### src/rtl/shift_add_mul8_ctrl.sv
// shift_add_mul8_ctrl: sequential 8x8 unsigned shift-and-add multiplier.
// A single 8-bit ripple adder is shared across eight RUN steps, one step per clock.
// Optional feature macro: MUL_ZERO_SKIP_EN. When it is defined, a zero operand
// finishes immediately with P=0.

// Shared 8-bit ripple-carry adder with a 9-bit sum.
module rippleadd (
  input  logic [7:0] A,
  input  logic [7:0] B,
  output logic [8:0] S
);

  logic [8:0] c;

  // Carry chain, evaluated LSB to MSB.
  always_comb begin
    c = 9'd0;
    S = 9'd0;
    for (int i = 0; i < 8; i++) begin
      S[i]   = A[i] ^ B[i] ^ c[i];
      c[i+1] = (A[i] & B[i]) | (c[i] & (A[i] ^ B[i]));
    end
    S[8] = c[8];
  end

endmodule

module shift_add_mul8_ctrl (
  input  logic        CLK,
  input  logic        RST,
  input  logic        START,
  input  logic [7:0]  A,
  input  logic [7:0]  B,
  output logic        BUSY,
  output logic        DONE,
  output logic [15:0] P
);

  typedef enum logic [1:0] {
    IDLE = 2'd0,
    RUN  = 2'd1,
    FIN  = 2'd2
  } state_t;

  state_t      state;
  state_t      next_state;
  logic [7:0]  mcand;
  logic [7:0]  hi;
  logic [7:0]  lo;
  logic [3:0]  cnt;
  logic [15:0] p;
  logic        busy;
  logic        done;
  logic [7:0]  add_a;
  logic [7:0]  add_b;
  logic [8:0]  sum;

`ifdef MUL_ZERO_SKIP_EN
  logic zero_op;
  assign zero_op = (A == 8'h00) || (B == 8'h00);
`endif

  rippleadd u_add (
    .A(add_a),
    .B(add_b),
    .S(sum)
  );

  // Adder operand mux: the adder sees zeros outside RUN.
  always_comb begin
    add_a = 8'h00;
    add_b = 8'h00;
    if (state == RUN) begin
      add_a = hi;
      if (lo[0]) begin
        add_b = mcand;
      end else begin
        add_b = 8'h00;
      end
    end else begin
      add_a = 8'h00;
      add_b = 8'h00;
    end
  end

  // Next-state decode for the IDLE -> RUN -> FIN -> IDLE sequence.
  always_comb begin
    next_state = state;
    case (state)
      IDLE: begin
        if (START) begin
`ifdef MUL_ZERO_SKIP_EN
          if (zero_op) begin
            next_state = FIN;
          end else begin
            next_state = RUN;
          end
`else
          next_state = RUN;
`endif
        end else begin
          next_state = IDLE;
        end
      end
      RUN: begin
        if (cnt == 4'd7) begin
          next_state = FIN;
        end else begin
          next_state = RUN;
        end
      end
      FIN:     next_state = IDLE;
      default: next_state = IDLE;
    endcase
  end

  // State register, and BUSY/DONE flags registered from the next state.
  always_ff @(posedge CLK) begin
    if (RST) begin
      state <= IDLE;
      busy  <= 1'b0;
      done  <= 1'b0;
    end else begin
      state <= next_state;
      busy  <= (next_state != IDLE);
      done  <= (next_state == FIN);
    end
  end

  // Datapath: operand capture on accept, one shift-add step per RUN cycle.
  always_ff @(posedge CLK) begin
    if (RST) begin
      mcand <= 8'h00;
      hi    <= 8'h00;
      lo    <= 8'h00;
      cnt   <= 4'd0;
      p     <= 16'h0000;
    end else begin
      case (state)
        IDLE: begin
          if (START) begin
            mcand <= A;
            hi    <= 8'h00;
            lo    <= B;
            cnt   <= 4'd0;
`ifdef MUL_ZERO_SKIP_EN
            if (zero_op) begin
              p <= 16'h0000;
            end
`endif
          end
        end
        RUN: begin
          // The carry, sum[8], lands in hi[7]; the LSB shifts into lo.
          hi  <= sum[8:1];
          lo  <= {sum[0], lo[7:1]};
          cnt <= cnt + 4'd1;
          if (cnt == 4'd7) begin
            p <= {sum[8:1], sum[0], lo[7:1]};
          end
        end
        FIN: begin
          cnt <= cnt;
        end
        default: begin
          cnt <= 4'd0;
        end
      endcase
    end
  end

  assign BUSY = busy;
  assign DONE = done;
  assign P    = p;

endmodule

### config.mk
export PLATFORM = sky130hd
export DESIGN_NAME = shift_add_mul8_ctrl
export DESIGN_NICKNAME = d
export VERILOG_FILES = /design/src/rtl/shift_add_mul8_ctrl.sv
export SDC_FILE = /design/constraint.sdc
export NUM_CORES = 1
export LEC_CHECK = 0
export CORE_UTILIZATION = 42
export CTS_CLUSTER_DIAMETER = 60
export DETAILED_ROUTE_END_ITERATION = 16
export PLACE_DENSITY = 0.68
export SLEW_MARGIN = 20
export SYNTH_ARGS = -nofsm -noshare
export SYNTH_HDL_FRONTEND = slang
export SYNTH_SLANG_ARGS = --single-unit
export TNS_END_PERCENT = 10
### constraint.sdc
create_clock -name CLK -period 8.4 [get_ports CLK]
set_clock_uncertainty 0.1 [all_clocks]
set_input_delay 1.26 -clock CLK [delete_from_list [all_inputs] [get_ports CLK]]
set_output_delay 1.26 -clock CLK [all_outputs]
set_load 0.03 [all_outputs]
After elaboration in Yosys (flattened, before gate mapping)
Index checks and enable logic that the tools add are counted.
{"block": "totals", "register_bits": 48, "inputBits": 19, "output_inout_bits": 18, "elab_cells": 71}
{"block": "op_classes", "addsub": 1, "eq_ne": 5, "mux": 12, "bitwise_logic": 38, "reduce_logical": 7}
{"cell": "8-bit two-way mux", "count": 5}
{"cell": "8-bit case mux with 2 select lines", "count": 2}
{"cell": "1-bit bitwise AND", "count": 15}
{"cell": "1-bit bitwise XOR", "count": 15}
{"cell": "4-bit case mux with 3 select lines", "count": 1}
{"cell": "2-bit AND reduction", "count": 4}
{"cell": "1-bit bitwise OR", "count": 7}
{"cell": "4-bit by 1-bit adder with 4-bit output (second input constant)", "count": 1}
{"cell": "2-bit equality test (second input constant)", "count": 2}
{"cell": "4-bit by 3-bit equality test with 1-bit output (second input constant)", "count": 1}
{"cell": "4-bit two-way mux", "count": 1}
{"cell": "2-bit case mux with 2 select lines", "count": 1}
{"cell": "2-bit nonzero test", "count": 2}
{"cell": "2-bit by 1-bit equality test with 1-bit output (second input constant)", "count": 1}
{"cell": "2-bit logical NOT", "count": 1}
{"cell": "2-bit two-way mux", "count": 1}
{"cell": "2-bit inequality test (second input constant)", "count": 1}
{"cell": "1-bit two-way mux", "count": 1}
{"cell": "1-bit inverter", "count": 1}

Depth between registers and ports, before layout
Gate-level depths: netlist of the first run.
{"block": "depth", "word_depth": 18, "ltp_mapped": 17, "ltp_nobuf": 15}

Hierarchy
Synthesis of the first run repeated with hierarchy kept, for this count alone.
{"block": "unflattened", "cells_unflattened": 229, "hier_area_um2": 2144.6}
{"mod": "shift_add_mul8_ctrl", "n_inst": 1, "cells_each": 211, "area_per_inst_um2": 1954.4, "seq_area_each_um2": 960.9}
{"mod": "rippleadd", "n_inst": 1, "cells_each": 18, "area_per_inst_um2": 190.2, "seq_area_each_um2": 0.0}

Worst setup path before layout of the first run
OpenSTA, ideal clock, no wires.
{"block": "synth_timing", "kind": "register to register", "from": "reg state[0]", "to": "reg hi[6]", "setup_time_ns": 0.065, "t_arrival_ns": 3.748, "required_time_ns": 8.235, "path_slack_ns": 4.487, "stages_incl_launch_ff": 18, "n_path_buf": 2, "synth_period_minus_slack_ns": 3.913, "cell_sequence": "dfxtp_1 nor2b_2 buf_4 buf_2 and3_1 ha_1 fa_1 fa_1 fa_1 inv_1 fa_1 fa_1 inv_1 fa_1 inv_1 fa_1 a2bb2oi_1 nor2_1"}
{"block": "synth_between", "elab_chain_len": 17, "elab_cells_between_ends": 35, "classes_between": "2 x eq/ne; 3 x mux; 27 x bitwise; 3 x reduce/logical"}
{"element": "from (decl)", "line_no": "45", "text": "state_t state;"}
{"element": "from (signal assigned)", "line_no": "124", "text": "state <= next_state;"}
{"element": "2-bit by 1-bit equality test with 1-bit output", "line_no": "73, 139"}
{"element": "8-bit two-way mux", "line_no": "73", "text": "if (state == RUN) begin"}
{"element": "1-bit bitwise AND / 1-bit bitwise XOR (equally long branches)", "line_no": "21", "text": "c[i+1] = (A[i] & B[i]) | (c[i] & (A[i] ^ B[i]));"}
{"element": "1-bit bitwise AND", "line_no": "21"}
{"element": "1-bit bitwise OR", "line_no": "21"}
{"element": "1-bit bitwise AND", "line_no": "21"}
{"element": "1-bit bitwise OR", "line_no": "21"}
{"element": "1-bit bitwise AND", "line_no": "21"}
{"element": "1-bit bitwise OR", "line_no": "21"}
{"element": "1-bit bitwise AND", "line_no": "21"}
{"element": "1-bit bitwise OR", "line_no": "21"}
{"element": "1-bit bitwise AND", "line_no": "21"}
{"element": "1-bit bitwise OR", "line_no": "21"}
{"element": "1-bit bitwise AND", "line_no": "21"}
{"element": "1-bit bitwise OR", "line_no": "21"}
{"element": "1-bit bitwise XOR", "line_no": "20", "text": "S[i] = A[i] ^ B[i] ^ c[i];"}
{"element": "8-bit case mux with 2 select lines", "line_no": "139", "text": "case (state)"}
{"element": "to (signal assigned)", "line_no": "155", "text": "hi <= sum[8:1];"}
{"element": "to (decl)", "line_no": "48", "text": "logic [7:0] hi;"}
Several ways; a longest one is shown, not always the timed one.
A chain may end at the register's enable or synchronous reset.

Final worst setup path of the first run
Same ends and word-level chain as after synthesis.

==> flow_summary.ini, run 1 <==
[outcome]
status = completed

[power]
p_leak_nw = 0.9491
ir_drop_uv = 131.9
total_power_mw = 0.4491
p_per_area_nw_per_um2 = 172.8

[die]
dieArea_sq_um = 5396
die_w_um = 73.46
die_height_um = 73.46
io-pin-count = 37
row_count = 25
start_util_pct = 44.52
fp.coreArea_sq_um = 4817

[worst_setup_path]
r2r_cells = 14
regToRegSetupSlack_ns = 4.17
reg2reg_to = hi[6]$_SDFFE_PP0P_
cp-endpoint = hi[6]$_SDFFE_PP0P_
cp_cell_sequence = nor2b_2, buf_4, and3_1, fa_1, fa_1, inv_1, fa_1, fa_1, inv_1, fa_1, inv_1, fa_1, a2bb2oi_1, nor2_1
worstSetupPathType = register to register
crit_required_ns = 8.48
critPathMostFrequentCell = fa_1
startpoint = state[0]$_SDFF_PP0_
end_kind = register
cp.arrival_ns = 4.31
startpoint_type = register
critical_path.max_fanout = 31
slowest_stage = dfxtp_1
timing.rr.start = state[0]$_SDFF_PP0_
cpPeakStageDelay_ns = 0.67

[synth]
netlist-cell-type-count = 38
synthArstFlopShare_pct = 0
yosysWarningCount = 0
avgSynthCellArea_sq_um = 8.899
synth_edf_count = 0
synth-main-ff-cell = dfxtp_1
synth.top_cell.area_share_pct = 44.81
synth_seq_cells = 48
synthCells = 241
synthesis.area_sq_um = 2145
synth.net_count = 269
yosysTopAreaCell = dfxtp_1
yosysSeqAreaShare_pct = 44.81
synth.area.top_cells = dfxtp_1 (45%), a21oi_1 (7.7%), fa_1 (6.5%)

[cts]
cts_tree = built
cts_made_buffers = 5
clkTransAtPathRegs_ns = 0.09
root_buffer = clkbuf_8
post-cts-setup-buffers = 0
cts-resized-gates = 0
cts_sinks = 48
cts_max_level = 2
holdBufCountCts = 0
clk_latency_ns = 0.30
clockBufferDepth = 2

[grt]
grt_max_degree = 51
antenna_found_initial = 0
grt_usage_pct = 19.14
grt_pass1_wl_mm = 7.755
overflow = 0
grt_pass1_vias = 1666

[detailed_routing]
wl_per_cell_um = 13.76
drt_pass1_iterations = 4
via_per_inst = 5.362
drt_iter0_drc = 119
drc = 0
drtAntennaViolNets = 0
vias = 1791
finalWirelength_mm = 4.595

[placement]
io_buffer_count = 36
placed_cells = 326
dp_slack_ns = 4.167
place.gp.congestion = 0.8698
dpl-instance-area_sq_um = 2491
place_hpwl_mm = 3.040

[timing]
max_freq_mhz = 236.4
worst_slack_ns = 4.170
grt_setup_unrepaired = no
layout_min_cycle_time_ns = 4.230
slew_viol_final = 0
tightest_slew_ns = 0.9603
finalCritPeriodShare_pct = 50.36
finalHoldViolations = 0
tns_ns = 0
relSlewSlack_pct = 35.98
setup_viol = 0

[cells_and_area]
layout-drive-gt1-share_pct = 5.618
multi_input_area_sq_um = 1056
syn_to_final_growth_pct = 21.18
fin_nets = 294
finalNonFillerCells = 334
seq_area_sq_um = 960.9
fillers = 499
design_area_sq_um = 2599
diodes = 0

[hold_path]
hold_path.class = register to register

[flow_run]
maxCapViolCount = 0
==> critical path, delay by kind of cell (launching register included) <==
kind / cells / cell delay [ns]
fa+ha+maj: 6 / 1.72
buf+inv: 4 / 0.57
compound gates: 1 / 0.16
simple gates: 3 / 0.87
flops: 1 / 0.67
==> worst min-delay path by stage <==
stage	start	end	slack, ns	cells past startpoint
6_report	P[10]$_SDFFE_PP0P_	P[10]$_SDFFE_PP0P_	0.38	2
5_1_grt	P[0]$_SDFFE_PP0P_	P[0]$_SDFFE_PP0P_	0.41	2
4_1_cts	P[0]$_SDFFE_PP0P_	P[0]$_SDFFE_PP0P_	0.38	2
3_5_place_dp	P[0]$_SDFFE_PP0P_	P[0]$_SDFFE_PP0P_	0.37	2
3_3_place_gp	P[6]$_SDFFE_PP0P_	P[6]$_SDFFE_PP0P_	0.36	2
2_1_floorplan	hi[3]$_SDFFE_PP0P_	hi[3]$_SDFFE_PP0P_	0.35	2
==> cell families after synthesis <==
| group | count (synthesis) | share of synthesized area (%) |
|---|---|---|
| compound gates | 77 | 21.59 |
| fa+ha+maj | 9 | 7.701 |
| xor+xnor | 1 | 0.4085 |
| simple gates | 82 | 19.55 |
| buf+inv | 24 | 5.950 |
| flops | 48 | 44.81 |
==> flip-flops by register name, summed over array words and instances, names as in the netlist <==
signal and count:
BUSY 1, lo 8, hi 8, state 2, mcand 8, DONE 1
cnt 4, P 16
==> cells in the mapped netlist (5+ instances only) <==
master and instances:
clkbuf_1 6, buf_2 5, nor2_1 22, nand3_1 16
a21oi_1 33, and2_1 5, fa_1 7, and3_1 5
dfxtp_1 48, nand2_1 18, buf_4 6, o21ai_0 17
a211oi_1 10
==> layer usage <==
metal	up-vias	global-route usage [%]	wire, um
met4	0	9.615	85
met1	853	25.00	2120
met5	-	0	0
li1	894	-	-
met3	10	3.018	169
met2	34	30.68	2220
==> placed cells by master, fill, tap and decap left out, types with 2 or more instances in the layout <==
| cell type | count |
|---|---|
| a21oi_1 | 33 |
| nor2_1 | 22 |
| and4b_1 | 2 |
| clkdlybuf4s50_1 | 36 |
| nand2b_1 | 3 |
| and3_1 | 5 |
| a22oi_1 | 4 |
| a2bb2oi_1 | 4 |
| inv_1 | 4 |
| clkbuf_8 | 5 |
| buf_4 | 2 |
| a211oi_1 | 10 |
| o21ai_0 | 17 |
| nand3_1 | 16 |
| and2_1 | 5 |
| a32oi_1 | 2 |
| fa_1 | 7 |
| ha_1 | 2 |
| o21ai_1 | 3 |
| dfxtp_1 | 48 |
| nor3_1 | 3 |
| nand2_1 | 18 |
==> power breakdown <==
group	switching, mW	internal, mW
clock	0.0749	0.0884
combinational	0.0252	0.0187
sequential	0.00718	0.235
==> per-stage QoR <==
stage               hold slack (ns)  utilization (%)
floorplan                    0.3472                -
global placement             0.3621            51.71
detailed placement           0.3678            51.71
CTS                          0.3800            53.95
global route                 0.4073            53.95
finish                       0.3771            53.95
==> area by class of cell <==
| class | instances | share of cell area [%] |
|---|---|---|
| multi-input combinational | 169 | 40.64 |
| clock buffer | 6 | 2.792 |
| inverter | 4 | 0.5778 |
| sequential | 48 | 36.98 |
| clock inverter | 2 | 1.348 |
| tap | 67 | 3.226 |
| timing repair buffer | 38 | 14.44 |
No activity file was read; power rests on OpenSTA's default activity.
==> run 2, diff against run 1 <==
==> constraint.sdc (replaced) <==
create_clock -name CLK -period 4.35 [get_ports CLK]
set_clock_uncertainty 0.1 [all_clocks]
set_input_delay 0.6525 -clock CLK [delete_from_list [all_inputs] [get_ports CLK]]
set_output_delay 0.6525 -clock CLK [all_outputs]
set_load 0.03 [all_outputs]
==> run 2 against run 1 <==
Combinational power grew 110%; die area is the same; critical endpoint unchanged; largest cell class unchanged; sequential power grew 92%; non-clock buffer count grew 2.
==> flow_summary.ini, run 2 (synthesis results as in run 1) <==
[outcome]
status = completed

[cts]
clk_latency_ns = 0.30
post-cts-setup-buffers = 0
cts_sinks = 48
cts_made_buffers = 5
clkTransAtPathRegs_ns = 0.09
clockBufferDepth = 2
holdBufCountCts = 0
cts_max_level = 2
cts_tree = built
cts-resized-gates = 0
root_buffer = clkbuf_8

[timing]
tightest_slew_ns = 1.037
slew_viol_final = 0
relSlewSlack_pct = 30.63
setup_viol = 0
worst_slack_ns = 0.4946
max_freq_mhz = 259.4
finalCritPeriodShare_pct = 88.63
grt_setup_unrepaired = no
tns_ns = 0
finalHoldViolations = 0
layout_min_cycle_time_ns = 3.855

[worst_setup_path]
critical_path.max_fanout = 11
crit_required_ns = 4.48
slowest_stage = dfxtp_1
cpPeakStageDelay_ns = 0.48
end_kind = register
critPathMostFrequentCell = fa_1
worstSetupPathType = register to register
cp.arrival_ns = 3.99
startpoint_type = register
crit_family = adder cells
cp_cell_sequence = nor2b_2, and3_1, ha_1, fa_1, fa_1, fa_1, inv_1, fa_1, fa_1, inv_1, fa_1, inv_1, fa_1, a2bb2oi_1, nor2_1
path_buf_inv = 3

[cells_and_area]
syn_to_final_growth_pct = 20.65
final_common_cell = dfxtp_1
diodes = 0
fillers = 487
largest_register_ffs = 16
seq_area_sq_um = 960.9
fin_nets = 296
most-common-layout-cells = dfxtp_1 (48), clkdlybuf4s50_1 (36), a21oi_1 (33), nor2_1 (22), nand2_1 (18)
multi_input_area_sq_um = 1056
layout-drive-gt1-share_pct = 6.343
finalNonFillerCells = 335

[grt]
grt_usage_pct = 19.74
antenna_found_initial = 0
grt_max_degree = 33
grt_pass1_vias = 1649
overflow = 0
grt_pass1_wl_mm = 8.004

[power]
switching_power_mw = 0.2118
p_clk_share_pct = 31.6
p_per_area_nw_per_um2 = 313.9
p_int_mw = 0.6005
switching_share_pct = 26.07
total_power_mw = 0.8122
ir_drop_uv = 167.4
combPwrFrac_pct = 11.3
p_leak_nw = 0.9442
p_seq_share_pct = 57.1

[placement]
placed_cells = 328
dp_slack_ns = 0.4668
place_hpwl_mm = 2.987
io_buffer_count = 36
place.gp.congestion = 0.8042

[detailed_routing]
wl_per_cell_um = 14.10
drt_iter0_drc = 72
drc = 0
drt_pass1_iterations = 4
finalWirelength_mm = 4.725
drtAntennaViolNets = 0
vias = 1792
via_per_inst = 5.349

[flow_run]
maxCapViolCount = 0

[die]
die_height_um = 73.46
start_util_pct = 44.52
row_count = 25
dieArea_sq_um = 5396
fp.coreArea_sq_um = 4817
io-pin-count = 37
die_w_um = 73.46

[hold_path]
hold_path.class = register to register
## run 2: routing by layer
metal	vias to the layer above	routed length, um	GRT usage (%)
li1	895	-	-
met1	850	2261	27.06
met2	42	2151	30.48
met3	5	240	3.292
met4	0	72	8.974
met5	-	0	0
## run 2: area by class of cell
| cell class | instances | share of cell area [%] |
|---|---|---|
| clock inverters | 2 | 0.4836 |
| well taps | 67 | 3.240 |
| clock buffers | 5 | 2.660 |
| inverters | 4 | 0.5803 |
| repair buffers | 40 | 15.09 |
| flip-flops and latches | 48 | 37.14 |
| multi-input cells | 169 | 40.81 |
## run 2: per-stage QoR
| stage | instance area, sq um | utilization (%) | hold WS (ns) |
|---|---|---|---|
| finish | 2587 | 53.71 | 0.3747 |
| detailed placement | 2506 | 52.03 | 0.3670 |
| global route | 2587 | 53.71 | 0.3936 |
| floorplan | 2145 | - | 0.3472 |
| global placement | 2506 | 52.03 | 0.3607 |
| CTS | 2587 | 53.71 | 0.3785 |
## run 2: path summary, 6_finish.rpt
check | startpoint | to | slack, ns | depth (start not counted)
max | state[1]$_SDFF_PP0_ | hi[6]$_SDFFE_PP0P_ | 0.49 | 15
min | P[10]$_SDFFE_PP0P_ | P[10]$_SDFFE_PP0P_ | 0.37 | 2
max reg2reg | state[1]$_SDFF_PP0_ | hi[6]$_SDFFE_PP0P_ | 0.49 | 15
min reg2reg | P[10]$_SDFFE_PP0P_ | P[10]$_SDFFE_PP0P_ | 0.37 | 2
## run 2: worst register-to-register path, stage by stage, from the launching register on
cell and delay (ns):
dfxtp_1 0.48, nor2b_2 0.15, and3_1 0.21, ha_1 0.19
fa_1 0.37, fa_1 0.38, fa_1 0.36, inv_1 0.07
fa_1 0.17, fa_1 0.16, inv_1 0.05, fa_1 0.35
inv_1 0.07, fa_1 0.42, a2bb2oi_1 0.15, nor2_1 0.10
## run 2: power by group through the flow
| stage | sequential (mW) | clock [mW] | combinational, mW |
|---|---|---|---|
| after floorplan | 0.473 | 0 | 0.0621 |
| after global placement | 0.473 | 0 | 0.0909 |
| after detailed placement | 0.474 | 0 | 0.0917 |
| after CTS | 0.464 | 0.264 | 0.0922 |
| after global routing | 0.466 | 0.282 | 0.102 |
| final | 0.464 | 0.257 | 0.0918 |
